### config.mk
export PLATFORM = sky130hd
export DESIGN_NAME = sm83_bus_fabric
export DESIGN_NICKNAME = d
export VERILOG_FILES = /design/src/rtl/sm83_bus_fabric.sv
export SDC_FILE = /design/constraint.sdc
export NUM_CORES = 1
export LEC_CHECK = 0
export BUFFER_PORTS_ARGS = -buffer_cell sky130_fd_sc_hd__buf_2
export CORE_MARGIN = 5
export CORE_UTILIZATION = 40
export DETAILED_ROUTE_END_ITERATION = 10
export GPL_TIMING_DRIVEN = 0
export HOLD_SLACK_MARGIN = 0.12
export MAX_ROUTING_LAYER = met4
export PLACE_DENSITY = 0.75
export SLEW_MARGIN = 15
export SYNTH_ARGS = -nofsm -noshare
export SYNTH_HDL_FRONTEND = slang
export SYNTH_SLANG_ARGS = --single-unit
### constraint.sdc
create_clock -name clk -period 1.6 [get_ports clk]
set_input_delay 0.16 -clock clk [delete_from_list [all_inputs] [get_ports clk]]
set_output_delay 0.16 -clock clk [all_outputs]
set_load 0.02 [all_outputs]
### src/rtl/sm83_bus_fabric.sv
// Address-decode fabric between the SM83 memory port and N memory-mapped targets.
// Each access is decoded by base/mask, stretched by per-region wait states and closed with a registered ready pulse.
module sm83_bus_fabric #(
    parameter int                            NUM_REGIONS = 4,
    parameter int                            ADDR_W      = 16,
    parameter int                            DATA_W      = 8,
    parameter int                            WAIT_W      = 3,
    parameter logic [NUM_REGIONS*ADDR_W-1:0] REGION_BASE = {16'hFF80, 16'hC000, 16'h8000, 16'h0000},
    parameter logic [NUM_REGIONS*ADDR_W-1:0] REGION_MASK = {16'hFF80, 16'hE000, 16'hE000, 16'h8000},
    parameter logic [NUM_REGIONS*WAIT_W-1:0] REGION_WAIT = {3'd0, 3'd0, 3'd1, 3'd0},
    parameter logic [NUM_REGIONS-1:0]        REGION_RO   = 4'b0001,
    parameter logic [DATA_W-1:0]             OPEN_BUS    = 8'hFF
) (
    input  logic                          clk,
    input  logic                          rst_n,
    input  logic                          req,
    input  logic                          we,
    input  logic [ADDR_W-1:0]             addr,
    input  logic [DATA_W-1:0]             wdata,
    output logic [DATA_W-1:0]             rdata,
    output logic                          ready,
    output logic                          err,
    output logic [NUM_REGIONS-1:0]        dev_sel,
    output logic [ADDR_W-1:0]             dev_addr,
    output logic [DATA_W-1:0]             dev_wdata,
    output logic                          dev_wen,
    input  logic [NUM_REGIONS*DATA_W-1:0] dev_rdata,
    output logic [1:0]                    dbg_state
);

    localparam int IDX_W = (NUM_REGIONS > 1) ? $clog2(NUM_REGIONS) : 1;

    // Handshake: req is a level held until ready; addr/we/wdata are sampled once in
    // IDLE, and ready (with err) pulses for exactly one cycle per accepted request.
    typedef enum logic [1:0] {
        S_IDLE   = 2'd0,
        S_ACCESS = 2'd1,
        S_RESP   = 2'd2
    } state_t;

    state_t              r_state;
    state_t              w_next;
    logic [WAIT_W-1:0]   r_cnt;
    logic [IDX_W-1:0]    r_region;
    logic                r_hit;
    logic                r_we;
    logic [ADDR_W-1:0]   r_dev_addr;
    logic [DATA_W-1:0]   r_wdata;
    logic [DATA_W-1:0]   r_rdata;

    logic                w_hit;
    logic [IDX_W-1:0]    w_region;
    logic [ADDR_W-1:0]   w_mask;
    logic [WAIT_W-1:0]   w_wait;
    logic                w_last;

    // Scan from the top so the lowest matching index is the one left standing.
    always_comb begin
        w_hit    = 1'b0;
        w_region = '0;
        for (int i = NUM_REGIONS - 1; i >= 0; i--) begin
            if ((addr & REGION_MASK[i*ADDR_W +: ADDR_W]) == REGION_BASE[i*ADDR_W +: ADDR_W]) begin
                w_hit    = 1'b1;
                w_region = IDX_W'(i);
            end
        end
        w_mask = w_hit ? REGION_MASK[int'(w_region)*ADDR_W +: ADDR_W] : '0;
        w_wait = w_hit ? REGION_WAIT[int'(w_region)*WAIT_W +: WAIT_W] : '0;
    end

    assign w_last = (r_state == S_ACCESS) && (r_cnt == '0);

    always_ff @(posedge clk or negedge rst_n) begin
        if (!rst_n) begin
            r_state <= S_IDLE;
        end else begin
            r_state <= w_next;
        end
    end

    always_comb begin
        w_next  = r_state;
        ready   = 1'b0;
        err     = 1'b0;
        dev_sel = '0;
        dev_wen = 1'b0;
        case (r_state)
            S_IDLE: begin
                if (req) w_next = S_ACCESS;
            end
            S_ACCESS: begin
                if (r_hit) dev_sel[r_region] = 1'b1;
                if (r_cnt == '0) begin
                    dev_wen = r_we & r_hit & ~REGION_RO[r_region];
                    w_next  = S_RESP;
                end
            end
            S_RESP: begin
                ready  = 1'b1;
                err    = ~r_hit | (r_we & REGION_RO[r_region]);
                w_next = S_IDLE;
            end
            default: w_next = S_IDLE;
        endcase
    end

    always_ff @(posedge clk or negedge rst_n) begin
        if (!rst_n) begin
            r_cnt      <= '0;
            r_region   <= '0;
            r_hit      <= 1'b0;
            r_we       <= 1'b0;
            r_dev_addr <= '0;
            r_wdata    <= '0;
            r_rdata    <= OPEN_BUS;
        end else begin
            if (r_state == S_IDLE && req) begin
                r_cnt      <= w_wait;
                r_region   <= w_region;
                r_hit      <= w_hit;
                r_we       <= we;
                r_dev_addr <= addr & ~w_mask;
                r_wdata    <= wdata;
            end else if (r_state == S_ACCESS && r_cnt != '0) begin
                r_cnt <= r_cnt - WAIT_W'(1);
            end
            // Targets only need valid read data at this final ACCESS edge.
            if (w_last && !r_we) begin
                r_rdata <= r_hit ? dev_rdata[int'(r_region)*DATA_W +: DATA_W] : OPEN_BUS;
            end
        end
    end

    assign rdata     = r_rdata;
    assign dev_addr  = r_dev_addr;
    assign dev_wdata = r_wdata;
    assign dbg_state = r_state;

endmodule

==> summary by stage <==
STA
The relative slew slack is 0.394. The count of endpoints failing setup in the final report is 1. Of the available clock period, the critical path in the final layout requires 1.01. Setup repair after global routing could not meet its margin everywhere. For the pin with the worst max-slew slack, the measured transition is ~0.91 ns. The worst path in the final design needs a cycle of between 1.5 and 2 ns, including I/O delays and setup.

The count of endpoints failing hold in the final timing report is 0. Based on the critical path, the design can be clocked at up to about 620 MHz. On the final layout, the worst clock skew is 0.0115 ns. Across all setup checks in the final design, the least slack found is -0.0186 ns. The count of pins over their slew limit came to 0.

Layout
For this run, the share of the core covered by cells in the final layout is 0.620. The summed area of non-filler cells in the final layout is roughly 2900 um^2. The post-layout net count is 367. The most common library cell in the layout ignoring fill and taps is buf_2. The share of final-layout standard cells stronger than drive strength 1 is 0.510. The filler cells instantiated in the layout total around 400. The number of antenna repair diodes is 0. Leaving out filler cells and counting taps, the final layout contains 360. In the layout the commonest cells are buf_2 (99), nand2_1 (53), dfrtp_1 (31), dlygate4sd3_1 (18), buf_4 (13).

The area growth from synthesis to layout is 51.5%.

Detailed routing
Using the TritonRoute via totals, the vias-per-cell ratio works out to a little over 5. Before antenna repair, the detailed router went through 4 iterations. Once detail routing completed, the nets flagged for antenna violations numbered 0. The number of DRC violations after detailed routing is 0.

The violation count after the first detailed-routing iteration is 70. The detailed router placed around 1800 vias in this run. The mean routed wirelength per cell is about 15 um. Wires add up to between 5000 and 6000 um.

GRT
The routing usage on met3 is 0.0442. After global routing, the most crowded layer is met2. The maximum number of pins on one net before global-route repair is 42.

The global-route wire length before repair is 8740 um. The number of antenna violations at the first check in global routing is 0. For this run, global-route usage on met1 was measured as 0.219. The total routing resource utilization after global routing is 0.182. The global-route congestion overflow total is 0. The via count of the first global-routing pass is between 1500 and 2000. For this run, global-route usage on met2 was measured as 0.313.

Clocking
The clock latency at the later pin of the worst-skew pair is 0.29 ns. CTS built an H-tree with a depth of 2. The maximum clock insertion buffer count is 2. The clock net in this run drives a total of 41 sinks. Counting the buffers created by CTS gives 5. TritonCTS built the clock tree.

The cell sitting at the root of the clock tree is a clkbuf_8. After clock tree synthesis, the clock-pin slew on the worst setup and hold paths is about 0.08 ns.

Yosys
In this run, distinct cell masters in the synthesized netlist total 35. Counting flops with a built-in enable in the synthesized netlist gives 0. Yosys attributes the largest share of cell area to dfrtp_1 (43%), dfstp_2 (11%), nand2_1 (11%). The sequential area share after synthesis is 0.540.

The biggest area contributor in the post-synthesis netlist is dfrtp_1. The synthesized design contains 41 register bits. The post-synth net total is 236. The fraction of post-synthesis cell area in the top cell type by area is 0.430. The most used flip-flop cell after synthesis is dfrtp_1. In the synthesized netlist the async set-or-reset flop fraction comes to 1.00. The number of warning messages in the yosys log is 0.

The mean cell area of the mapped netlist is around 11 um^2. After technology mapping, the gate count stands at roughly 170. Summing every instance area after synthesis gives ~1900 um^2.

Placed design
After detailed placement, the design holds a cell count of about 330. At the end of routability-driven placement, the weighted congestion stood at around 0.74. The wire-length estimate of the detail-placed layout is around 3800 um.

The placed instances occupy a cell area of 2490 um^2. The quantity of I/O buffers inserted on ports is 100.

Setup path
The critical-path maximum fanout is 3. The worst register-to-register path ends at r_cnt[0]. The worst-case register-to-register setup slack is roughly 0.060 ns. The start-to-end type of the worst setup path is reg -> out. The startpoint identified for the worst register-to-register timing path is r_cnt[0]. STA classifies the critical path endpoint as an output port. For the worst setup path, the data arrival time is approximately 1.5 ns. Counting cells, the worst reg-to-reg path comes to 6. The startpoint class of the critical path is a flip-flop.

At the worst endpoint, the required time is between 1 and 1.5 ns.

Min path
The path with the worst hold slack has its endpoint at dev_addr[9]. The startpoint of the lowest-slack hold path is addr[9]. The cell count of the worst hold path is 3. The tightest min-delay check is of the in -> reg type.

Die
The initial utilization of the core area, before any placement, comes to 0.409. The floorplan step set the die width to ~80 um. The row count is 25. The die boundary height is around 79 um. The die covers 6280 um^2.

The area of the core is roughly 4700 um^2. The number of ports placed on the die boundary is approximately 100.

Flow run
The tool flagged a number of max-cap violations equal to 0.

Power and ir drop
The internal cell power is between 3 and 4 mW. The net switching share of the total power is 0.413. The worst-case IR drop observed on VDD is between 0.9 and 1 mV. The analysis attributes to cell leakage a power of roughly 1.5 nW. The part of the power in combinational logic is 0.529. Summed over all nets, the switching power comes to 2.29 mW.

Of the total power, registers draw 0.345. For this design the ratio of total power to cell area is ~1900 nW/um^2. The share of total power dissipated in the clock network is 0.126.

Status
The checks that failed: negative setup slack. The flow ran to the end, but the final reports show violations.
[worst max path at each step]
| stage | from | end | depth (start not counted) |
|---|---|---|---|
| after floorplan | r_cnt[0] | r_cnt[0] | 6 |
| after global routing | r_cnt[0] | dev_wen | 6 |
| after global placement | r_cnt[0] | rdata[5] | 7 |
| after CTS | r_cnt[0] | dev_wen | 6 |
| after detailed placement | r_cnt[0] | rdata[1] | 7 |
| final | r_cnt[1] | dev_wen | 6 |
[critical path: stages, from the launching register on]
cell     delay, ns
dfrtp_1       0.38
inv_2         0.08
ha_4          0.14
ha_4          0.12
and2_4        0.13
and4b_1       0.19
buf_6         0.12
[stage by stage]
stage	power, mW	setup WS (ns)	setup TNS [ns]	hold slack (ns)
finish	5.54	-0.0186	-0.0186	0.160
global route	5.94	-0.0813	-0.458	0.151
CTS	5.44	-0.0547	-0.0547	0.152
detailed placement	4.50	-0.167	-2.03	0.346
global placement	4.42	-0.161	-1.58	0.335
floorplan	3.64	-0.0427	-0.0427	-0.136
[power groups by stage]
| stage | Combinational (mW) | Clock (mW) | Sequential, mW |
|---|---|---|---|
| global route | 3.19 | 0.774 | 1.98 |
| CTS | 2.80 | 0.731 | 1.91 |
| detailed placement | 2.58 | 0 | 1.93 |
| global placement | 2.51 | 0 | 1.90 |
| finish | 2.93 | 0.697 | 1.91 |
| floorplan | 1.23 | 0 | 2.41 |
[cell families (layout without fill, tap and decap cells)]
group	count (synthesis)	count (layout)	synth area share
adders and majority gates	2	2	0.0130
buffers and inverters	15	147	0.0372
xor gates and xnor gates	1	1	0.00456
muxes	16	16	0.136
and+or+nand+nor	74	74	0.177
AOI/OAI and AO/OA	25	25	0.0932
DFF	41	41	0.540
[synth_stat cells, drive strengths merged (3+ instances only)]
library cell  count
mux4              8
nand2            54
buf               9
a21oi             6
inv               5
nor3              3
mux2i             8
dfstp             8
nor2              4
o22a              9
dfrtp            33
[per-layer routing]
layer,routed length [um],up-vias
met3,404,6
li1,-,865
met2,2770,82
met5,0,-
met4,31,0
met1,2240,869
[final cells by class]
type                    instances  area (um^2)  area share
plain buffers                   8         58.8      0.0202
clock buffers                   7         86.3      0.0297
clock inverters                 1         7.51     0.00258
inverters                       5         18.8     0.00645
multi-input cells             118          878       0.302
flip-flops and latches         41         1040       0.357
well taps                      54         67.6      0.0232
repair buffers                126          752       0.259
[flip-flops by register name, summed over array words and instances (netlist names)]
register   cells
dev_wdata      8
r_we           1
dbg_state      2
r_region       2
dev_addr      16
r_hit          1
r_cnt          3
rdata          8
[timing repair]
action / in CTS / in global routing
setup buffers: 5 / 3
gates resized for setup: 17 / 13
pin swaps: 1 / 1
hold endpoints to repair: 51 / 0
hold buffers: 18 / 0
endpoints found under the setup margin: 27 / 26
(Power assumes the default switching activity.)
